File: config.mk
export PLATFORM = sky130hd
export DESIGN_NAME = argo_3stage
export DESIGN_NICKNAME = d
export VERILOG_FILES = /design/src/rtl/argo_3stage.sv
export SDC_FILE = /design/constraint.sdc
export NUM_CORES = 1
export LEC_CHECK = 0
export CAP_MARGIN = 20
export CORE_MARGIN = 3
export CORE_UTILIZATION = 30
export DETAILED_ROUTE_END_ITERATION = 6
export GPL_ROUTABILITY_DRIVEN = 1
export GPL_TIMING_DRIVEN = 1
export MAX_ROUTING_LAYER = met4
export SYNTH_ARGS = -nofsm -noshare
export SYNTH_HDL_FRONTEND = slang
export SYNTH_SLANG_ARGS = --single-unit
export TNS_END_PERCENT = 5
File: constraint.sdc
create_clock -name clk -period 3.6 [get_ports clk]
set_input_delay 0.9 -clock clk [delete_from_list [all_inputs] [get_ports clk]]
set_output_delay 0.9 -clock clk [all_outputs]
set_load 0.02 [all_outputs]
File: src/rtl/argo_3stage.sv
// Three-process pipeline: input stage -> FIFO1 -> X1 register -> FIFO2 -> output register Z1.
// Every hop uses a valid/ready handshake, so with iready held low the pipe stores 2*DEPTH+2 words.
module argo_3stage #(
    parameter int WIDTH = 32,
    parameter int DEPTH = 4
) (
    input  logic             clk,
    input  logic             rst,
    input  logic             ivalid,
    output logic             oready,
    input  logic [WIDTH-1:0] datain,
    output logic             ovalid,
    input  logic             iready,
    output logic [WIDTH-1:0] dataout
);

    localparam int AW = (DEPTH > 1) ? $clog2(DEPTH) : 1;
    localparam int CW = $clog2(DEPTH + 1);

    logic [WIDTH-1:0] mem1_q [DEPTH];
    logic [WIDTH-1:0] mem2_q [DEPTH];

    logic [AW-1:0]    wr1_ptr_q, wr1_ptr_d, rd1_ptr_q, rd1_ptr_d;
    logic [AW-1:0]    wr2_ptr_q, wr2_ptr_d, rd2_ptr_q, rd2_ptr_d;
    logic [CW-1:0]    cnt1_q, cnt1_d, cnt2_q, cnt2_d;
    logic [WIDTH-1:0] x1_q, x1_d, z1_q, z1_d;
    logic             x1_valid_q, x1_valid_d, ovalid_q, ovalid_d;

    logic full1, empty1, full2, empty2;
    logic push1, pop1, push2, load;

    assign full1  = (cnt1_q == CW'(DEPTH));
    assign empty1 = (cnt1_q == '0);
    assign full2  = (cnt2_q == CW'(DEPTH));
    assign empty2 = (cnt2_q == '0);

    // A full FIFO refuses a push even when it pops in the same cycle.
    assign oready = rst & ~full1;
    assign push1  = ivalid & oready;
    assign push2  = x1_valid_q & ~full2;
    assign pop1   = ~empty1 & (~x1_valid_q | push2);
    assign load   = ~empty2 & (~ovalid_q | iready);

    assign ovalid  = ovalid_q;
    assign dataout = z1_q;

    always_comb begin
        // NOTE: every variable gets its hold value first so no path leaves it unassigned (no latches).
        wr1_ptr_d  = wr1_ptr_q;
        rd1_ptr_d  = rd1_ptr_q;
        wr2_ptr_d  = wr2_ptr_q;
        rd2_ptr_d  = rd2_ptr_q;
        cnt1_d     = cnt1_q;
        cnt2_d     = cnt2_q;
        x1_d       = x1_q;
        x1_valid_d = x1_valid_q;
        z1_d       = z1_q;
        ovalid_d   = ovalid_q;

        if (push1) wr1_ptr_d = wr1_ptr_q + AW'(1);
        if (pop1)  rd1_ptr_d = rd1_ptr_q + AW'(1);
        if (push2) wr2_ptr_d = wr2_ptr_q + AW'(1);
        if (load)  rd2_ptr_d = rd2_ptr_q + AW'(1);

        case ({push1, pop1})
            2'b10:   cnt1_d = cnt1_q + CW'(1);
            2'b01:   cnt1_d = cnt1_q - CW'(1);
            default: ;
        endcase

        case ({push2, load})
            2'b10:   cnt2_d = cnt2_q + CW'(1);
            2'b01:   cnt2_d = cnt2_q - CW'(1);
            default: ;
        endcase

        if (pop1) begin
            x1_d       = mem1_q[rd1_ptr_q];
            x1_valid_d = 1'b1;
        end else if (push2) begin
            x1_valid_d = 1'b0;
        end

        // dataout keeps its last value when the output drains without a reload.
        if (load) begin
            z1_d     = mem2_q[rd2_ptr_q];
            ovalid_d = 1'b1;
        end else if (iready) begin
            ovalid_d = 1'b0;
        end
    end

    // NOTE: state flops use non-blocking assignments so every flop samples pre-edge values.
    always_ff @(posedge clk or negedge rst) begin
        if (!rst) begin
            wr1_ptr_q  <= '0;
            rd1_ptr_q  <= '0;
            wr2_ptr_q  <= '0;
            rd2_ptr_q  <= '0;
            cnt1_q     <= '0;
            cnt2_q     <= '0;
            x1_q       <= '0;
            x1_valid_q <= 1'b0;
            z1_q       <= '0;
            ovalid_q   <= 1'b0;
        end else begin
            wr1_ptr_q  <= wr1_ptr_d;
            rd1_ptr_q  <= rd1_ptr_d;
            wr2_ptr_q  <= wr2_ptr_d;
            rd2_ptr_q  <= rd2_ptr_d;
            cnt1_q     <= cnt1_d;
            cnt2_q     <= cnt2_d;
            x1_q       <= x1_d;
            x1_valid_q <= x1_valid_d;
            z1_q       <= z1_d;
            ovalid_q   <= ovalid_d;
        end
    end

    // NOTE: storage arrays are not reset; empty counts guarantee stale entries are never read.
    always_ff @(posedge clk) begin
        if (push1) mem1_q[wr1_ptr_q] <= datain;
        if (push2) mem2_q[wr2_ptr_q] <= x1_q;
    end

endmodule

== Yosys cells after proc, flatten, opt, wreduce, memory -nomap -nowiden ==
Memories as Yosys holds them, arrays and structs flattened. A register that Yosys moved wholly into a read port is not among the register bits.
Index checks and enable logic that the tools add are counted.
W data, S select, Z words.

* Memory bits (read-only): 0
* Bits in latches: 0
* Memory bits (writable): 256
* Flip-flop bits (word level): 16
* Memories kept: 2
* Output and inout port bits: 34

{| class="wikitable"
|+ Memories
! memory !! depth !! bits a word !! read ports !! clocked after Yosys merged registers in !! wr ports !! line !! source
|-
| mem1_q || 4 || 32 || 1 || 1 || 1 || 20 || <nowiki>logic [WIDTH-1:0] mem1_q [DEPTH];</nowiki>
|-
| mem2_q || 4 || 32 || 1 || 1 || 1 || 21 || <nowiki>logic [WIDTH-1:0] mem2_q [DEPTH];</nowiki>
|}

* Shift operators: 0
* Reduce and logical (&&, ||, !) cells: 8
* Bitwise logic cells: 13
* $mul: 0
* Divide/modulo/power cells: 0
* $add $sub $neg: 8
* Eq/ne operators: 6
* Order comparisons: 0
* Mux-type cells: 10

{| class="wikitable"
|+ Operator list
! cell !! count
|-
| $pmux W3 S2 || 2
|-
| $add A2 B1 Y2 const B || 4
|-
| $mux W1 || 8
|-
| $reduce_bool A2 Y1 || 4
|-
| $add A3 B1 Y3 const B || 2
|-
| $eq A3 B3 Y1 const B || 2
|-
| $logic_not A3 Y1 || 2
|-
| $not A1 Y1 || 6
|-
| $sub A3 B1 Y3 const B || 2
|-
| $and A1 B1 Y1 || 5
|-
| $eq A2 B1 Y1 const B || 2
|-
| $eq A2 B2 Y1 const B || 2
|-
| $logic_not A1 Y1 || 2
|-
| $or A1 B1 Y1 || 2
|}

== Depth between registers and ports, before layout ==
* Depth in word-level cells: 7
* Depth in mapped cells: 10

== Worst setup path before layout ==
No wires, ideal clock.

* Kind: input -> register
* From: in ivalid
* To: mem mem1_q[0][0] (enable)
* Arrival: 2.114 ns
* Cell stages on the path: 3
* Library setup time: 0.392 ns
* Buffers on the path: 0
* Path slack: 1.094 ns
* Required time: 3.208 ns
* Path through: nand2_1 -> a21oi_1 -> and2_1

* Cells in the longest elaborated chain, start to end: 3

{| class="wikitable"
|+ Ends and longest elaborated chain
! item !! line !! source
|-
| from (decl) || 9 || <nowiki>input logic ivalid,</nowiki>
|-
| $and A1 B1 Y1 || 39 || <nowiki>assign push1 = ivalid & oready;</nowiki>
|-
| $mux W1 || 122 || <nowiki>if (push1) mem1_q[wr1_ptr_q] <= datain;</nowiki>
|-
| $mux W1 (implied by the code) || 122 ||
|-
| to (decl) || 20 ||
|}

No other way between the ends.

== Worst setup path in the final report ==
* From: reg cnt1_q[0]
* To: out oready

* Cells in the longest elaborated chain, start to end: 3

{| class="wikitable"
|+ Ends and longest elaborated chain
! item !! line !! source
|-
| from (decl) || 25 || <nowiki>logic [CW-1:0] cnt1_q, cnt1_d, cnt2_q, cnt2_d;</nowiki>
|-
| from (signal assigned) || 111 || <nowiki>cnt1_q <= cnt1_d;</nowiki>
|-
| $eq A3 B3 Y1 || 32 || <nowiki>assign full1 = (cnt1_q == CW'(DEPTH));</nowiki>
|-
| $not A1 Y1 || 38 || <nowiki>assign oready = rst & ~full1;</nowiki>
|-
| $and A1 B1 Y1 || 38 ||
|-
| to (decl) || 10 || <nowiki>output logic oready,</nowiki>
|}

No other way between the ends.

==> summary.txt <==
Outcome
  – Status: completed

Placed design
  – DP Wirelength: 13860 um
  – Setup Slack @ Placement: 0.6171 ns
  – Port bufs: 69
  – Placer Congestion: 0.6663

Logic synthesis
  – Area contributors post-synth: edfxtp_1 (61%), dfrtp_1 (16%), mux4_2 (11%), mux2_2 (3.4%), mux2_4 (3.3%)
  – Post-Syn Area: 12670 um2
  – Top post-synthesis cells by count: edfxtp_1 (256), dfrtp_1 (80), mux4_2 (64), mux2_2 (38), mux2_4 (28)
  – Top cell type's share of synthesized area: 60.66%
  – Most frequent cell after synthesis: edfxtp_1
  – Synth Warn #: 0
  – Syn_nets: 600
  – Register area share after synthesis: 76.45%
  – Synth cell types: 32
  – FF+latch count, synth: 336
  – Post-synth EDFFs: 256
  – Mapped Cells: 552
  – Main flop type after synthesis: edfxtp_1
  – Cell taking the most area after synthesis: edfxtp_1
  – Synthesized area per cell: 22.96 um2
  – Asr flop ratio synth: 23.81%

STA
  – Max-slew violations: 0
  – Slew headroom: 41.50%
  – Final setup viols: 0
  – Worst Max-Slew Pin Slew: 0.8775 ns
  – Clock Skew: 0.02078 ns
  – Sum of negative setup slack: 0 ns
  – Max Clk Rate: 340.5 MHz
  – RSZ-0062 raised after global routing: false
  – Final worst-path setup slack: 0.6628 ns
  – Hold Fails Final Rpt: 0
  – Post-route minimum period: 2.937 ns
  – Final worst-path cycle share: 81.59%

Global routing
  – Gr usage total: 10.01%
  – Largest net degree at the start of global routing: 46
  – Vias in the first global route: 5678
  – Initial antenna violation count: 4
  – Global-route wire length before repair: 33920 um
  – Global route total overflow: 0

Power
  – VDD IR max: 0.3436 mV
  – Pwr Total: 13810 uW
  – Comb power frac: 28.3%
  – Switching pwr: 3905 uW
  – Sequential group share of total power: 48.9%
  – Internal Power: 9901 uW
  – Clock share of power: 22.8%
  – Pwr/cell area: 919.0 nW/um2
  – Static leakage: 0.005180 uW
  – Net Sw Frac: 28.28%

Detailed routing
  – Initial DRT Pass Iterations: 4
  – WL final: 21280 um
  – DRC Markers: 0
  – Post-route ant nets: 0
  – Routed vias/inst: 4.296
  – 1st-iter DRT viols: 290
  – WL per Instance: 17.57 um
  – Vias: 5202

Floorplanning
  – Die area: 44750 um2
  – FP Rows: 74
  – Initial Util: 30.69%
  – DIE HEIGHT: 211.5 um
  – Core footprint: 41290 um2
  – Die width: 211.5 um
  – Ports: 70

Job
  – # Max-Cap Violations: 0

CTS
  – Clk buf depth: 3
  – Hold_buf cts: 0
  – Postcts setup bufs: 0
  – Root Buffer: clkbuf_16
  – TritonCTS clock tree: built
  – Worst skew pair latency: 0.56 ns
  – Num CTS Buffers: 31
  – Clock sink count: 336
  – Clock transition at path regs: 0.06 ns
  – CTS resizes: 0
  – Htree depth: 1

Setup path
  – Critical path capture point type: primary output
  – WP data required: 2.70 ns
  – Worst Path Arrival: 2.04 ns
  – Crit Path Class: flop to primary output
  – Startpoint Class: flop
  – CP max FO: 4

Finish
  – Final net count: 698
  – Area Overhead vs Synth: 18.54%
  – Share of layout cells above drive strength 1: 30.37%

Hold path
  – Worst min path class: input pin to async pin
==> layout make-up <==
type | instances | area (um2)
Tap cell | 532 | 665.6
Antenna cell | 4 | 10.01
Clock inverter | 19 | 170.2
Sequential cell | 336 | 9694
Timing Repair Buffer | 88 | 855.8
Clock buffer | 39 | 815.8
Multi-Input combinational cell | 182 | 2770
Fill cell | 3747 | 26270
Inverter | 11 | 41.29
==> logic make-up (layout without fill, tap and decap cells) <==
group           count (synthesis)  count (layout)  share of synthesized area [%]
flops                         336             336                          76.45
mux                           132             132                          18.23
xor+xnor                       12              12                         0.8293
simple gates                   20              20                         0.9379
other cells                     0               4                              0
fa+ha+maj                      12              12                          1.303
buf+inv                        34             157                          1.688
compound gates                  6               6                         0.5529
==> power groups by stage <==
stage                     Sequential [uW]  Combinational [uW]  Clock (uW)
after detailed placement             6870                4010           0
after floorplan                      6570                2980           0
after global placement               6800                3970           0
after CTS                            6800                4020        3250
after global routing                 6960                4250        3410
final                                6750                3910        3140
==> worst max-delay path: stages (launching register included) <==
cell,delay (ns)
dfrtp_1,0.45
nor2_1,0.09
a21boi_0,0.28
clkdlybuf4s50_1,0.67
==> path summary, 6_finish.rpt <==
check	from	to	slack (ns)	cells after the start
setup / recovery	cnt1_q[0]$_DFFE_PN0P_	oready	0.66	3
hold / removal	rst	x1_q[22]$_DFFE_PN0P_	0.50	2
setup reg to reg	cnt2_q[0]$_DFFE_PN0P_	mem2_q[1][5]$_DFFE_PP_	1.46	4
hold reg to reg	dataout[25]$_DFFE_PN0P_	dataout[25]$_DFFE_PN0P_	0.51	1
max in group asynchronous	rst	rd2_ptr_q[1]$_DFFE_PN0P_	2.05	3
min in group clk	dataout[25]$_DFFE_PN0P_	dataout[25]$_DFFE_PN0P_	0.51	1
==> state kept, by name, indices dropped and copies added (netlist names), 2 cells and up <==
name	flops
mem1_q	128
mem2_q	128
dataout	32
x1_q	32
cnt1_q	3
cnt2_q	3
rd1_ptr_q	2
rd2_ptr_q	2
wr1_ptr_q	2
wr2_ptr_q	2
==> placed cells by master, fill, tap and decap left out, types with 3 or more instances in the layout <==
cell type,n
clkbuf_1,7
diode_2,4
and2_1,8
bufinv_16,3
dfrtp_2,4
mux4_2,64
clkinv_1,7
mux2_4,28
nand2_1,3
xor2_1,6
clkinv_2,6
dfrtp_1,76
inv_1,10
clkdlybuf4s50_1,68
xnor2_1,6
edfxtp_1,256
clkbuf_16,31
nor2_1,3
ha_1,10
mux2_2,38
buf_4,18
==> routing by layer <==
metal  GRT usage [%]  share of wire [%]  wire length [um]  up-vias
li1                -                  -                 -     2412
met3           2.564                5.7              1203       26
met1           12.83                 44              9351     2687
met4           2.864                1.7               353        0
met2           15.89                 49             10370       77
met5               -                  0                 0        -
==> stage by stage <==
step | hold WS (ns) | std cells | area (um2) | utilization, %
finish | 0.4983 | 1211 | 15020 | 36.38
global route | 0.5128 | 1211 | 15020 | 36.38
CTS | 0.4978 | 1207 | 15010 | 36.36
detailed placement | 0.4932 | 1149 | 14030 | 33.97
global placement | 0.4907 | 1149 | 14030 | 33.97
floorplan | 0.4724 | 552 | 12670 | -
(Power assumes the default switching activity.)
